**src/rtl/mem_access_unit_pkg.sv**
```systemverilog
// Shared definitions for the MEM-stage data-memory access engine.
//   state_t   : access FSM encoding (IDLE, REQ, WAIT_R, DONE)
//   F3_*      : Funct3 load/store size codes
//   size_t    : decoded access width, produced by size_of()
package mem_access_unit_pkg;

    localparam int NUM_LANES = 4;  // byte lanes on the 32-bit data bus

    typedef enum logic [1:0] {
        IDLE,
        REQ,
        WAIT_R,
        DONE
    } state_t;

    localparam logic [2:0] F3_B  = 3'b000;
    localparam logic [2:0] F3_H  = 3'b001;
    localparam logic [2:0] F3_W  = 3'b010;
    localparam logic [2:0] F3_BU = 3'b100;
    localparam logic [2:0] F3_HU = 3'b101;

    typedef enum logic [1:0] {
        SZ_B,
        SZ_H,
        SZ_W
    } size_t;

    // Sign bit of Funct3 does not affect the bus access width; anything that
    // is not a byte or halfword code is treated as a full word.
    function automatic size_t size_of(input logic [2:0] funct3);
        case (funct3)
            F3_B, F3_BU: size_of = SZ_B;
            F3_H, F3_HU: size_of = SZ_H;
            default:     size_of = SZ_W;
        endcase
    endfunction

endpackage

```
**src/rtl/mem_access_unit_if.sv**
```systemverilog
// req/gnt/rvalid data-bus between the access engine (master) and memory (slave).
//   req/we/addr/wstrb/wdata : master -> slave request
//   gnt                     : slave accepts the request this cycle
//   rvalid/rdata            : slave read-data return
interface mem_access_unit_if;
    logic        req;
    logic        we;
    logic [31:0] addr;
    logic [3:0]  wstrb;
    logic [31:0] wdata;
    logic        gnt;
    logic        rvalid;
    logic [31:0] rdata;

    modport master (
        output req, we, addr, wstrb, wdata,
        input  gnt, rvalid, rdata
    );

    modport slave (
        input  req, we, addr, wstrb, wdata,
        output gnt, rvalid, rdata
    );
endinterface

```
**src/rtl/mem_access_unit_store_lane_align.sv**
```systemverilog
// Combinational byte-lane steering for one MEM-stage access.
//   funct3, addr_lo        : access size and byte offset within the word
//   store_data             : rs2 value
//   mem_read, mem_write    : access type (never both)
//   wstrb                  : byte enables, zero unless writing
//   wdata                  : store data replicated across every lane of its size
//   misalign               : access present and not naturally aligned
module store_lane_align
    import mem_access_unit_pkg::*;
(
    input  logic [2:0]  funct3,
    input  logic [1:0]  addr_lo,
    input  logic [31:0] store_data,
    input  logic        mem_read,
    input  logic        mem_write,
    output logic [3:0]  wstrb,
    output logic [31:0] wdata,
    output logic        misalign
);

    size_t                          sz;
    logic [3:0]                     strb;
    logic [NUM_LANES-1:0][7:0]      lanes;
    logic                           bad_align;

    assign sz = size_of(funct3);

    always_comb begin
        strb      = 4'b1111;
        bad_align = 1'b0;
        case (sz)
            SZ_B: strb = 4'b0001 << addr_lo;
            SZ_H: begin
                strb      = 4'b0011 << addr_lo;
                bad_align = addr_lo[0];
            end
            default: bad_align = |addr_lo;
        endcase
    end

    // Replicate so the slave finds the data on whichever lanes wstrb enables.
    for (genvar l = 0; l < NUM_LANES; l++) begin : g_lane
        always_comb begin
            case (sz)
                SZ_B:    lanes[l] = store_data[7:0];
                SZ_H:    lanes[l] = store_data[(l % 2)*8 +: 8];
                default: lanes[l] = store_data[l*8 +: 8];
            endcase
        end
    end

    assign wdata    = lanes;
    assign wstrb    = mem_write ? strb : 4'b0000;
    assign misalign = (mem_read | mem_write) & bad_align;

endmodule

```
**src/rtl/mem_access_unit.sv**
```systemverilog
// MEM-stage data-memory access engine.
//   clk, rst_n                    : clock, async active-low reset
//   MemReadM/MemWriteM/Funct3M    : MEM-stage load/store control
//   AluOutM, StoreDataM           : byte address, store value
//   bus                           : req/gnt/rvalid data bus (master side)
//   RamDataM                      : raw 32-bit load word (held until next load)
//   StallMem                      : hold the pipeline while an access is in flight
//   MisalignM                     : misaligned access seen in IDLE (no bus cycle)
//   BusErrM                       : high during DONE after a timeout
module mem_access_unit
    import mem_access_unit_pkg::*;
#(
    parameter int          TIMEOUT_CYCLES = 64,
    parameter logic [31:0] ERR_DATA       = 32'h0000_0000
) (
    input  logic                      clk,
    input  logic                      rst_n,
    input  logic                      MemReadM,
    input  logic                      MemWriteM,
    input  logic [2:0]                Funct3M,
    input  logic [31:0]               AluOutM,
    input  logic [31:0]               StoreDataM,
    mem_access_unit_if.master         bus,
    output logic [31:0]               RamDataM,
    output logic                      StallMem,
    output logic                      MisalignM,
    output logic                      BusErrM
);

    // Wide enough to hold TIMEOUT_CYCLES itself: a grant on the last REQ cycle
    // carries the count one past the limit into WAIT_R.
    localparam int              CW       = $clog2(TIMEOUT_CYCLES + 1);
    localparam logic [CW-1:0]   TMO_LAST = CW'(TIMEOUT_CYCLES - 1);

    state_t          state;
    logic [CW-1:0]   tmo_cnt;
    logic [3:0]      strb;
    logic [31:0]     wdata;
    logic            misalign;
    logic            access;
    logic            start;
    logic            tmo_hit;

    store_lane_align u_align (
        .funct3     (Funct3M),
        .addr_lo    (AluOutM[1:0]),
        .store_data (StoreDataM),
        .mem_read   (MemReadM),
        .mem_write  (MemWriteM),
        .wstrb      (strb),
        .wdata      (wdata),
        .misalign   (misalign)
    );

    assign access  = MemReadM | MemWriteM;
    assign start   = (state == IDLE) & access & ~misalign;
    assign tmo_hit = (tmo_cnt >= TMO_LAST);

    assign MisalignM = rst_n & (state == IDLE) & misalign;
    assign StallMem  = rst_n & (start | (state == REQ) | (state == WAIT_R));

    always_ff @(posedge clk or negedge rst_n) begin
        if (!rst_n) begin
            state     <= IDLE;
            bus.req   <= 1'b0;
            bus.we    <= 1'b0;
            bus.addr  <= '0;
            bus.wstrb <= '0;
            bus.wdata <= '0;
            RamDataM  <= '0;
            tmo_cnt   <= '0;
            BusErrM   <= 1'b0;
        end else begin
            case (state)
                IDLE: begin
                    BusErrM <= 1'b0;
                    if (start) begin
                        bus.req   <= 1'b1;
                        bus.we    <= MemWriteM;
                        bus.addr  <= {AluOutM[31:2], 2'b00};
                        bus.wstrb <= strb;
                        bus.wdata <= wdata;
                        tmo_cnt   <= '0;
                        state     <= REQ;
                    end
                end
                REQ: begin
                    if (bus.gnt) begin
                        bus.req <= 1'b0;
                        tmo_cnt <= tmo_cnt + 1'b1;
                        state   <= bus.we ? DONE : WAIT_R;
                    end else if (tmo_hit) begin
                        bus.req <= 1'b0;
                        if (!bus.we) RamDataM <= ERR_DATA;
                        BusErrM <= 1'b1;
                        state   <= DONE;
                    end else begin
                        tmo_cnt <= tmo_cnt + 1'b1;
                    end
                end
                WAIT_R: begin
                    if (bus.rvalid) begin
                        RamDataM <= bus.rdata;
                        state    <= DONE;
                    end else if (tmo_hit) begin
                        RamDataM <= ERR_DATA;
                        BusErrM  <= 1'b1;
                        state    <= DONE;
                    end else begin
                        tmo_cnt <= tmo_cnt + 1'b1;
                    end
                end
                DONE: begin
                    BusErrM <= 1'b0;
                    state   <= IDLE;
                end
                default: state <= IDLE;
            endcase
        end
    end

endmodule
```
**src/flat_wrapper.sv**
```systemverilog
// flat-port wrapper written by rule: the top's interface ports become plain ports
module mem_access_unit_flat import mem_access_unit_pkg::*;
#(
    parameter int          TIMEOUT_CYCLES = 64,
    parameter logic [31:0] ERR_DATA       = 32'h0000_0000
)
  (clk, rst_n, MemReadM, MemWriteM, Funct3M, AluOutM, StoreDataM, RamDataM, StallMem, MisalignM, BusErrM, bus_req, bus_we, bus_addr, bus_wstrb, bus_wdata, bus_gnt, bus_rvalid, bus_rdata);
  mem_access_unit_if bus_i ();
  input  logic clk;
  input  logic rst_n;
  input  logic MemReadM;
  input  logic MemWriteM;
  input  logic [2:0] Funct3M;
  input  logic [31:0] AluOutM;
  input  logic [31:0] StoreDataM;
  output logic [31:0] RamDataM;
  output logic StallMem;
  output logic MisalignM;
  output logic BusErrM;
  output wire logic [$bits(bus_i.req)-1:0] bus_req;
  output wire logic [$bits(bus_i.we)-1:0] bus_we;
  output wire logic [$bits(bus_i.addr)-1:0] bus_addr;
  output wire logic [$bits(bus_i.wstrb)-1:0] bus_wstrb;
  output wire logic [$bits(bus_i.wdata)-1:0] bus_wdata;
  input wire logic [$bits(bus_i.gnt)-1:0] bus_gnt;
  input wire logic [$bits(bus_i.rvalid)-1:0] bus_rvalid;
  input wire logic [$bits(bus_i.rdata)-1:0] bus_rdata;
  assign bus_req = bus_i.req;
  assign bus_we = bus_i.we;
  assign bus_addr = bus_i.addr;
  assign bus_wstrb = bus_i.wstrb;
  assign bus_wdata = bus_i.wdata;
  assign bus_i.gnt = bus_gnt;
  assign bus_i.rvalid = bus_rvalid;
  assign bus_i.rdata = bus_rdata;
  mem_access_unit #(.TIMEOUT_CYCLES(TIMEOUT_CYCLES), .ERR_DATA(ERR_DATA)) u_core (.clk(clk), .rst_n(rst_n), .MemReadM(MemReadM), .MemWriteM(MemWriteM), .Funct3M(Funct3M), .AluOutM(AluOutM), .StoreDataM(StoreDataM), .bus(bus_i), .RamDataM(RamDataM), .StallMem(StallMem), .MisalignM(MisalignM), .BusErrM(BusErrM));
endmodule
```
**config.mk**
```make
export PLATFORM = sky130hd
export DESIGN_NAME = mem_access_unit_flat
export DESIGN_NICKNAME = d
export VERILOG_FILES = /design/src/rtl/mem_access_unit_pkg.sv /design/src/rtl/mem_access_unit_if.sv /design/src/rtl/mem_access_unit_store_lane_align.sv /design/src/rtl/mem_access_unit.sv /design/src/flat_wrapper.sv
export SDC_FILE = /design/constraint.sdc
export NUM_CORES = 1
export LEC_CHECK = 0
export ABC_AREA = 0
export BUFFER_PORTS_ARGS = -buffer_cell sky130_fd_sc_hd__buf_4
export CAP_MARGIN = 20
export CORE_MARGIN = 1.5
export CORE_UTILIZATION = 49
export DETAILED_ROUTE_END_ITERATION = 12
export GPL_ROUTABILITY_DRIVEN = 0
export GPL_TIMING_DRIVEN = 0
export PLACE_DENSITY = 0.89
export REMOVE_ABC_BUFFERS = 1
export SETUP_SLACK_MARGIN = 0.2
export SKIP_LAST_GASP = 1
export SYNTH_ARGS = -nofsm -noshare
export SYNTH_HDL_FRONTEND = slang
export SYNTH_SLANG_ARGS = --single-unit
```
**constraint.sdc**
```tcl
create_clock -name clk -period 2.4 [get_ports clk]
set_input_delay 0.12 -clock clk [delete_from_list [all_inputs] [get_ports clk]]
set_output_delay 0.12 -clock clk [all_outputs]
set_load 0.05 [all_outputs]
```
== Word-level counts from Yosys, hierarchy flattened ==
Cells that the tools add are included.

* Bits of input ports: 105
* Word-level logic and storage cells: 85
* Register bits after elaboration: 110
* Output and inout bits: 105

* Equality and inequality tests: 14
* Reductions and logical operators: 16
* $add $sub $neg: 1
* Shift-type cells: 2
* Bitwise operators: 10
* Order comparisons: 1
* Muxes and demuxes: 32

{| class="wikitable"
|+ Operators by type and width
! kind !! count
|-
| 32-bit two-way mux || 5
|-
| 32-bit one-hot mux with 2 select lines || 1
|-
| 7-bit two-way mux || 4
|-
| 7-bit one-hot mux with 3 select lines || 1
|-
| 8-bit two-way mux || 2
|-
| 8-bit one-hot mux with 2 select lines || 1
|-
| 2-bit OR reduction || 5
|-
| 2-bit two-way mux || 4
|-
| 2-bit one-hot mux with 4 select lines || 1
|-
| 4-bit one-hot mux with 2 select lines || 1
|-
| 7-bit by 1-bit adder with 7-bit output, second input constant || 1
|-
| 7-bit by 6-bit greater-or-equal comparator with 1-bit output, second input constant || 1
|-
| 1-bit two-way mux || 7
|-
| 1-bit bitwise AND || 6
|-
| 3-bit equality test, second input constant || 2
|-
| 2-bit inequality test, second input constant || 3
|-
| 3-bit by 2-bit inequality test with 1-bit output, second input constant || 2
|-
| 3-bit AND reduction || 2
|-
| 5-bit AND reduction || 1
|-
| 2-bit by 1-bit equality test with 1-bit output, second input constant || 2
|-
| 2-bit equality test, second input constant || 2
|-
| 2-bit logical NOT || 2
|-
| 4-bit two-way mux || 1
|-
| 2-bit by 1-bit inequality test with 1-bit output, second input constant || 2
|-
| other kinds (12) || 17
|}

== Longest topological paths before layout ==
Gate-level depths: netlist of the first run.

* Word-level depth: 11
* Depth in mapped cells: 9
* Mapped depth without buffers: 6

== Cells and area by module ==
Synthesis of the first run repeated with hierarchy kept, for this count alone.

* Cells, all modules: 452
* Area total of the unflattened synthesis: 5471.5 µm²

{| class="wikitable"
|+ Modules (own cells, without submodules)
! module !! seq. area each (µm²) !! area each (µm²) !! cells an instance !! instances
|-
| mem_access_unit || 2752.6 || 4850.9 || 386 || 1
|-
| store_lane_align || 0.0 || 620.6 || 66 || 1
|}

== Worst setup path before layout of the first run ==
Ideal clock, no wire load.

* Kind: flip-flop to output port
* Start: register u_core.state[0]
* End: output port StallMem
* Setup slack: 323 ps
* Stages on the path, launching flop included: 9
* Data arrival time: 1957 ps
* Buffers on the path: 3
* Data required time: 2280 ps
* Path through: dfrtp_1 -> inv_1 -> ha_1 -> clkbuf_1 -> o21a_1 -> and3_1 -> clkbuf_1 -> buf_2 -> o31a_1

* Longest elaborated chain between the ends: 6
* Elaborated cells between the ends (all ways): 8
* Classes of those cells: eq/ne (2); bitwise (5); reduce/logical (1)

{| class="wikitable"
|+ Ends and longest elaborated chain
! element !! line !! text
|-
| start: declaration || mem_access_unit.sv:35 || <nowiki>state_t state;</nowiki>
|-
| start signal: assignment || mem_access_unit.sv:91 || <nowiki>state <= bus.we ? DONE : WAIT_R;</nowiki>
|-
| 2-bit logical NOT || mem_access_unit.sv:56 || <nowiki>assign start = (state == IDLE) & access & ~misalign;</nowiki>
|-
| 1-bit bitwise AND (2 in series) || mem_access_unit.sv:56 ||
|-
| 1-bit OR || mem_access_unit.sv:60 || <nowiki>assign StallMem = rst_n & (start | (state == REQ) | (state == WAIT_R));</nowiki>
|-
| 1-bit OR * || mem_access_unit.sv:60 ||
|-
| 1-bit bitwise AND * || mem_access_unit.sv:60 ||
|-
| end: declaration || flat_wrapper.sv:17 || <nowiki>output logic StallMem;</nowiki>
|}

Mark *: on every way between the ends. The rest lies on a longest branch, timed or not.

== Worst setup path in the final report of the first run ==
* Start: register u_core.state[0]
* End: output port MisalignM

* Longest elaborated chain between the ends: 3

{| class="wikitable"
|+ Ends and longest elaborated chain
! element !! line !! text
|-
| 2-bit logical NOT || mem_access_unit.sv:59 || <nowiki>assign MisalignM = rst_n & (state == IDLE) & misalign;</nowiki>
|-
| 1-bit bitwise AND (2 in series) || mem_access_unit.sv:59 ||
|-
| end: declaration || flat_wrapper.sv:18 || <nowiki>output logic MisalignM;</nowiki>
|}

Every way passes these cells.

==> results of run 1 <==
[worst max-delay path, cell delays in order (launching register included)]
cell and delay, ns:
dfrtp_1 0.41, inv_1 0.11, ha_2 0.30, o21a_2 0.28, nand2_1 0.09, a21oi_1 0.22, buf_4 0.24
[path summary, 6_finish.rpt]
kind | cells past startpoint | to
min in group asynchronous | 2 | u_core.RamDataM[14]
min reg2reg | 2 | u_core.bus.wdata[17]
max | 6 | MisalignM
max in group asynchronous | 3 | u_core.RamDataM[13]
max reg2reg | 6 | u_core.RamDataM[31]
min | 3 | u_core.RamDataM[1]
[final cells by class]
| cell class | instances | area share (%) |
|---|---|---|
| clock inverter | 6 | 0.812 |
| sequential | 110 | 35.7 |
| clock buffer | 10 | 1.66 |
| multi-input combinational | 367 | 27.0 |
| timing repair buffer | 281 | 30.6 |
| inverter | 40 | 1.95 |
| tap | 136 | 2.21 |
[state kept, by name (all words and copies together), names as in the netlist]
register,count
u_core.bus.wdata,32
u_core.BusErrM,1
u_core.bus.wstrb,4
u_core.state,2
u_core.bus.req,1
u_core.bus.addr,30
u_core.bus.we,1
u_core.RamDataM,32
u_core.tmo_cnt,7
[power breakdown]
| part | leakage, uW | switching [uW] | internal [uW] |
|---|---|---|---|
| logic | 0.00240 | 4740 | 2130 |
| clock network | 0.0000883 | 628 | 480 |
| registers | 0.00142 | 525 | 2660 |
[timing repair]
| action | in CTS | in global routing |
|---|---|---|
| gates cloned | 2 | 1 |
| pin swaps | 0 | 0 |
| hold buffers | 65 | 0 |
| buffers inserted | 1 | 4 |
| endpoints found under the setup margin | 7 | 9 |
| resized for setup | 3 | 5 |
| endpoints found under the hold margin | 113 | 0 |
[cells by family after synthesis]
family | count (synthesis) | share of synthesized area (%)
AO/OA/AOI/OAI | 82 | 10.1
flip-flops | 110 | 53.4
multiplexers | 56 | 10.9
XOR/XNOR | 1 | 0.170
adder cells (fa/ha/maj) | 4 | 0.971
AND/OR/NAND/NOR | 220 | 17.2
other | 1 | 0.0728
buffers and inverters | 76 | 7.21
[cell usage in the layout, fill, tap and decap left out, types with 2 or more instances in the layout]
cell type        n
a211oi_1         2
a21o_1           2
a21oi_1         20
a31oi_1          2
a32o_1           3
and2_2           2
and3_2           2
buf_16           3
buf_4          211
clkbuf_8         9
clkinv_2         2
clkinvlp_4       3
conb_1           2
dfrtp_1        110
dlygate4sd3_1   65
ha_1             3
inv_1           40
mux2i_1         55
nand2_1        182
nand2b_1         2
nand3_1          5
nand4_1          3
nor2_1          13
o21ai_0         32
o22a_1           2
o2bb2ai_1        3
or2_2            2
or4_1            2
[stage by stage]
step,setup WS [ns],power (uW)
global placement,-2.11,9470
global route,0.125,11700
floorplan,-1.03,7570
detailed placement,0.0157,9720
CTS,0.249,11000
finish,0.261,11200
[layer usage]
layer	up-vias	track usage [%]
li1	2312	-
met1	2430	34.5
met2	278	50.3
met3	46	6.93
met4	0	13.4
met5	-	0
==> impl_metrics.json, run 1 <==
{
  "outcome": "finished, final reports clean",
  "max_cap_violations": 0,
  "synthTopCellsByCount": "nand2_1, dfrtp_1, mux2i_1",
  "ant_nets": 0,
  "hold_viol_final": 0,
  "timing.slew.headroom_pct": 33.2,
  "cts_tree": "built",
  "synth_edf_count": 0,
  "clock_path_buffers": 2,
  "core_area_sq_mm": 0.0103,
  "synthCells": 550,
  "clk_pin_slew_worst_paths_ns": 0.11,
  "overflow": 0,
  "ys.flop_type": "dfrtp_1",
  "worstMarginPinSlew_ns": 0.992,
  "diodes": 0,
  "power.density_mw_per_mm2": 1450,
  "required_ns": 2.28,
  "synth_area_sq_mm": 0.00515,
  "grtUsageTotal_pct": 29.1,
  "yosys_register_bits": 110,
  "wl_met1_microns": 6260,
  "dieArea_sq_mm": 0.0111,
  "ys_top_cells_by_area": "dfrtp_1, nand2_1, mux2i_1",
  "wl_per_cell_microns": 17.3,
  "start_util_pct": 50.1,
  "portBuffers": 206,
  "drt_wl_total_microns": 16400,
  "grt_max_degree": 82,
  "cp.arrival_ns": 2.02,
  "route.detailed.drc": 0,
  "cts.sinks": 110,
  "root_buffer": "clkbuf_8",
  "worstHoldPathType": "in2reg",
  "crit_start": "u_core.state[0]",
  "syn_area_per_cell_sq_um": 9.37,
  "antenna_found_initial": 0,
  "firstDrtPassIters": 6,
  "rsz0062_at_grt": "true",
  "synth_warnings": 0,
  "finalSetupViolCount": 0,
  "multi_input_comb_area_sq_mm": 0.00208,
  "highest_layer": "met4",
  "numCtsBuffers": 9,
  "synth.most_common_cell": "nand2_1",
  "reg2reg_slack_ns": 0.28,
  "irDropWorstVdd_v": 0.000853,
  "die_x_microns": 106,
  "cp-end-kind": "output pin",
  "synthArstFlopShare_pct": 100,
  "drt-initial-drc-count": 318,
  "hold-worst-slack_ns": 0.0201,
  "period_minus_slack_ns": 2.14,
  "rr_startpoint": "u_core.tmo_cnt[0]",
  "fin_crit_sh_pct": 89.1,
  "seq_area_sq_mm": 0.00275,
  "ys_types": 50,
  "num-fill-cells": 669,
  "io_pins": 210,
  "htree_levels": 3,
  "final_nets": 918,
  "finClkSkew_ns": 0.0164,
  "design_area_sq_mm": 0.00771,
  "yosysTopAreaCell": "dfrtp_1",
  "fin_util_pct": 75.0,
  "drv_slew": 0,
  "dp_hpwl_microns": 9730,
  "cp_max_fo": 9,
  "finalSetupTns_ns": 0,
  "clkLatencyLatePin_ns": 0.37,
  "place_inst": 861,
  "dr_wl_met3_microns": 1360,
  "via_count": 5066,
  "routed_via_density": 5.33,
  "ys_seq_area_share_pct": 53.4,
  "drive_gt1_share_pct": 30.1,
  "grt_pass1_vias": 5228,
  "grt_pass1_wl_microns": 25600,
  "layout.cells.non_filler": 950,
  "cellLeakagePower_uw": 0.00391,
  "rows": 37,
  "wl_met2_microns": 8340,
  "max_freq_mhz": 467,
  "die_y_microns": 106,
  "crit_path_start_kind": "register",
  "yosysTopAreaCellShare_pct": 53.4,
  "place_area_sq_mm": 0.00677,
  "area_growth_pct": 49.6,
  "path_class": "reg2out",
  "min_from": "bus_rdata[1]"
}
Note: power is estimated with default switching activity, not from simulation.
==> inputs of run 2 (changes only) <==
PLACE_DENSITY = 0.81   (was 0.89)
==> impl_metrics.json, run 2 (synthesis gave the netlist of run 1 again) <==
{
  "outcome": "finished, final reports clean",
  "cts_tree": "built",
  "fin_crit_sh_pct": 88.0,
  "drt_wl_total_microns": 16000,
  "rr_startpoint": "u_core.tmo_cnt[0]",
  "power.density_mw_per_mm2": 1460,
  "timing.slew.headroom_pct": 31.1,
  "p_sw_uw": 5880,
  "worstMarginPinSlew_ns": 1.02,
  "cp-end-kind": "register",
  "cts.sinks": 110,
  "dp_hpwl_microns": 9500,
  "routed_via_density": 5.31,
  "grt_max_degree": 62,
  "crit_chain": "ha_1, a21o_1, a31o_4, o211a_2, buf_12, mux2i_1",
  "path_delay_family": "compound AO/OA/AOI/OAI gates",
  "drv_slew": 0,
  "final_common_cell": "buf_4",
  "reg_top3": "u_core.RamDataM (32), u_core.bus.wdata (32), u_core.bus.addr (30)",
  "die_x_microns": 106,
  "combPwrFrac_pct": 61.1,
  "grtUsageTotal_pct": 28.5,
  "clockPowerShare_pct": 10.6,
  "route.detailed.drc": 0,
  "totalPowerFinal_uw": 11200,
  "area_growth_pct": 49.2,
  "start_util_pct": 50.1,
  "wl_per_cell_microns": 17.0,
  "slowest_stage": "dfrtp_1",
  "clock_path_buffers": 2,
  "rsz0062_at_grt": "false",
  "period_minus_slack_ns": 2.11,
  "via_count": 5017,
  "portBuffers": 206,
  "finalSetupViolCount": 0,
  "numCtsBuffers": 9,
  "finalSetupTns_ns": 0,
  "share_seq_of_total_power_pct": 28.3,
  "clkLatencyLatePin_ns": 0.37,
  "crit_cells": 6,
  "root_buffer": "clkbuf_8",
  "intPower_uw": 5320,
  "rows": 37,
  "p_sw_share_pct": 52.5,
  "core_area_sq_mm": 0.0103,
  "rr_worst_depth": 6,
  "antenna_found_initial": 0,
  "drt-initial-drc-count": 317,
  "ant_nets": 0,
  "htree_levels": 3,
  "diodes": 0,
  "r2r-end": "u_core.RamDataM[18]",
  "max_cap_violations": 0,
  "cp_max_fo": 25,
  "slowest_delay_ns": 0.46,
  "final_nets": 912,
  "hold_viol_final": 0,
  "irDropWorstVdd_v": 0.000907,
  "max_freq_mhz": 473,
  "cp.arrival_ns": 2.40,
  "io_pins": 210,
  "path_class": "reg2reg",
  "crit_buf_inv": 1,
  "grt_pass1_wl_microns": 25200,
  "worstHoldPathType": "in2reg",
  "finClkSkew_ns": 0.00962,
  "firstDrtPassIters": 5,
  "reg2reg_slack_ns": 0.29,
  "crit_path_start_kind": "register",
  "dieArea_sq_mm": 0.0111,
  "mostFrequentLayoutCells": "buf_4, nand2_1, dfrtp_1",
  "drive_gt1_share_pct": 29.6,
  "cellLeakagePower_uw": 0.00391,
  "grt_pass1_vias": 5295,
  "required_ns": 2.69,
  "die_y_microns": 106,
  "crit_start": "u_core.tmo_cnt[0]",
  "clk_pin_slew_worst_paths_ns": 0.11,
  "overflow": 0,
  "crit_path_end": "u_core.RamDataM[18]"
}
run 2: metal layers:
metal | share of wire, % | vias to the layer above | wire length, microns | global-route usage, %
met5 | 0 | - | 0 | 0
met4 | 2.9 | 0 | 462 | 12.5
met3 | 8.6 | 35 | 1380 | 6.86
met2 | 50 | 256 | 7930 | 49.8
met1 | 39 | 2427 | 6240 | 33.5
li1 | - | 2299 | - | -
run 2: worst register-to-register path, stage by stage (launching register included):
cell     delay [ns]
dfrtp_1        0.46
ha_1           0.30
a21o_1         0.22
a31o_4         0.26
o211a_2        0.38
buf_12         0.22
mux2i_1        0.20
run 2: stage by stage:
step | hold slack [ns] | std cells | util, % | area [sq um] | worst slack [ns]
6_report | 0.0106 | 944 | 74.8 | 7690 | 0.287
5_1_grt | 0.00457 | 944 | 74.8 | 7690 | 0.220
4_1_cts | 0.00229 | 944 | 74.6 | 7670 | 0.220
3_5_place_dp | 0.258 | 861 | 65.9 | 6770 | -0.0386
3_3_place_gp | 0.310 | 857 | 64.7 | 6650 | -2.11
2_1_floorplan | -0.176 | 515 | - | 4930 | -1.03
run 2: how the worst min path moves through the flow:
stage,from,endpoint,depth (start not counted)
after floorplan,rst_n,u_core.BusErrM,0
after global placement,AluOutM[13],u_core.bus.addr[13],3
after detailed placement,rst_n,u_core.RamDataM[13],1
after CTS,bus_rdata[3],u_core.RamDataM[3],3
after global routing,bus_rdata[7],u_core.RamDataM[7],3
final,bus_rdata[22],u_core.RamDataM[22],3
run 2: final cells by class:
type | count | area (sq um)
Sequential cell | 110 | 2750
Clock inverter | 5 | 67.6
Fill cell | 654 | 2590
Timing Repair Buffer | 275 | 2320
Inverter | 40 | 150
Tap cell | 136 | 170
Multi-Input combinational cell | 367 | 2090
Clock buffer | 11 | 141
run 2: what timing repair did:
item | 4_1_cts | 5_1_grt
endpoints found under the setup margin | 29 | 3
hold buffers | 63 | 0
resized for setup | 4 | 2
setup buffers | 1 | 0
endpoints found under the hold margin | 120 | 0
gates cloned | 3 | 0
run 2: power groups by stage:
stage	Clock, uW	Sequential, uW	Combinational (uW)
after floorplan	0	5880	1690
after global placement	0	3120	6370
after detailed placement	0	3170	6550
after CTS	1190	3150	6740
after global routing	1260	3260	7170
final	1190	3170	6840
==> inputs of run 3 (changes only) <==
BUFFER_PORTS_ARGS = -buffer_cell sky130_fd_sc_hd__buf_2   (was -buffer_cell sky130_fd_sc_hd__buf_4)
==> impl_metrics.json, run 3 (synthesis gave the netlist of run 1 again) <==
{
  "p_sw_share_pct": 53.9,
  "core_area_sq_mm": 0.0103,
  "timing.slew.headroom_pct": 38.2,
  "clockPowerShare_pct": 11.9,
  "cp_max_fo": 29,
  "drt-initial-drc-count": 379,
  "cp.arrival_ns": 2.36,
  "die_x_microns": 106,
  "rsz0062_at_grt": "true",
  "grtUsageTotal_pct": 28.3,
  "final_common_cell": "buf_2",
  "cts_tree": "built",
  "finalSetupViolCount": 0,
  "share_seq_of_total_power_pct": 29.0,
  "clock_path_buffers": 2,
  "rows": 37,
  "portBuffers": 206,
  "cellLeakagePower_uw": 0.00385,
  "grt_pass1_vias": 5176,
  "required_ns": 2.68,
  "dieArea_sq_mm": 0.0111,
  "diodes": 0,
  "period_minus_slack_ns": 2.08,
  "final_nets": 920,
  "hold_viol_final": 0,
  "path_class": "reg2reg",
  "grt_pass1_wl_microns": 24900,
  "start_util_pct": 50.1,
  "max_freq_mhz": 480,
  "htree_levels": 3,
  "clk_pin_slew_worst_paths_ns": 0.11,
  "area_growth_pct": 41.6,
  "cts.sinks": 110,
  "die_y_microns": 106,
  "finalSetupTns_ns": 0,
  "route.detailed.drc": 0,
  "p_sw_uw": 5780,
  "power.density_mw_per_mm2": 1470,
  "grt_max_degree": 60,
  "mostFrequentLayoutCells": "buf_2, nand2_1, dfrtp_1",
  "max_cap_violations": 0,
  "wl_per_cell_microns": 16.4,
  "irDropWorstVdd_v": 0.00104,
  "layout.cells.non_filler": 952,
  "antenna_found_initial": 0,
  "firstDrtPassIters": 7,
  "overflow": 0,
  "intPower_uw": 4950,
  "finClkSkew_ns": 0.0168,
  "drt_wl_total_microns": 15600,
  "fin_crit_sh_pct": 86.8,
  "io_pins": 210,
  "worstMarginPinSlew_ns": 0.923,
  "clkLatencyLatePin_ns": 0.37,
  "numCtsBuffers": 9,
  "outcome": "finished, final reports clean",
  "reg_top3": "u_core.RamDataM (32), u_core.bus.wdata (32), u_core.bus.addr (30)",
  "via_count": 4993,
  "combPwrFrac_pct": 59.1,
  "ant_nets": 0,
  "routed_via_density": 5.24,
  "root_buffer": "clkbuf_8",
  "drv_slew": 0,
  "drive_gt1_share_pct": 29.7,
  "cp-end-kind": "register",
  "dp_hpwl_microns": 9000,
  "place_inst": 861,
  "fin_util_pct": 71.0,
  "worstHoldPathType": "in2reg",
  "crit_path_start_kind": "register"
}
## run 3: critical path: stages (launching register included)
cell,delay [ns]
dfrtp_1,0.45
ha_1,0.29
a21o_1,0.22
a31o_4,0.26
o211a_2,0.33
buf_12,0.20
mux2i_1,0.20
## run 3: per-layer routing
layer	vias up	GRT usage, %	share of wire [%]
met2	278	49.1	50
met1	2350	33.7	38
li1	2325	-	-
met4	0	11.9	3.0
met5	-	0	0
met3	40	7.05	9.0
## run 3: what timing repair did
item	CTS	global route
gates cloned	4	0
endpoints found under the hold margin	124	0
buffers inserted	1	0
pin swaps	0	0
hold buffers	69	0
gates resized for setup	4	3
setup endpoints to repair	5	3
## run 3: final timing paths
| check | start | endpoint | slack, ns | cells after the start |
|---|---|---|---|---|
| min in group asynchronous | rst_n | u_core.RamDataM[10] | 0.36 | 2 |
| max | u_core.tmo_cnt[0] | u_core.RamDataM[23] | 0.32 | 6 |
| max reg2reg | u_core.tmo_cnt[0] | u_core.RamDataM[23] | 0.32 | 6 |
| min reg2reg | u_core.bus.addr[31] | u_core.bus.addr[31] | 0.48 | 2 |
| min | AluOutM[1] | u_core.bus.wstrb[0] | 0.01 | 2 |
| max in group asynchronous | rst_n | u_core.RamDataM[9] | 1.32 | 3 |
## run 3: area by class of cell
type	count	area (sq um)
fillers	692	2980
flip-flops and latches	110	2750
multi-input cells	367	2090
repair buffers	283	1900
well taps	136	170
inverters	40	150
clock buffers	10	138
clock inverters	6	93.8
## run 3: through the flow
stage / total power [uW] / worst slack, ns / area, sq um / hold WS (ns)
final: 10700 / 0.316 / 7300 / 0.0140
after global routing: 11300 / 0.186 / 7300 / 0.0125
after CTS: 10600 / 0.236 / 7280 / 0.000954
after detailed placement: 9130 / -0.0311 / 6250 / 0.250
after global placement: 8910 / -2.02 / 6140 / 0.309
after floorplan: 7570 / -1.03 / 4930 / -0.176
## run 3: power groups by stage
| stage | sequential [uW] | clock, uW | combinational [uW] |
|---|---|---|---|
| 2_1_floorplan | 5880 | 0 | 1690 |
| 3_3_place_gp | 3080 | 0 | 5830 |
| 3_5_place_dp | 3110 | 0 | 6020 |
| 4_1_cts | 3100 | 1300 | 6250 |
| 5_1_grt | 3210 | 1370 | 6680 |
| 6_report | 3110 | 1280 | 6330 |
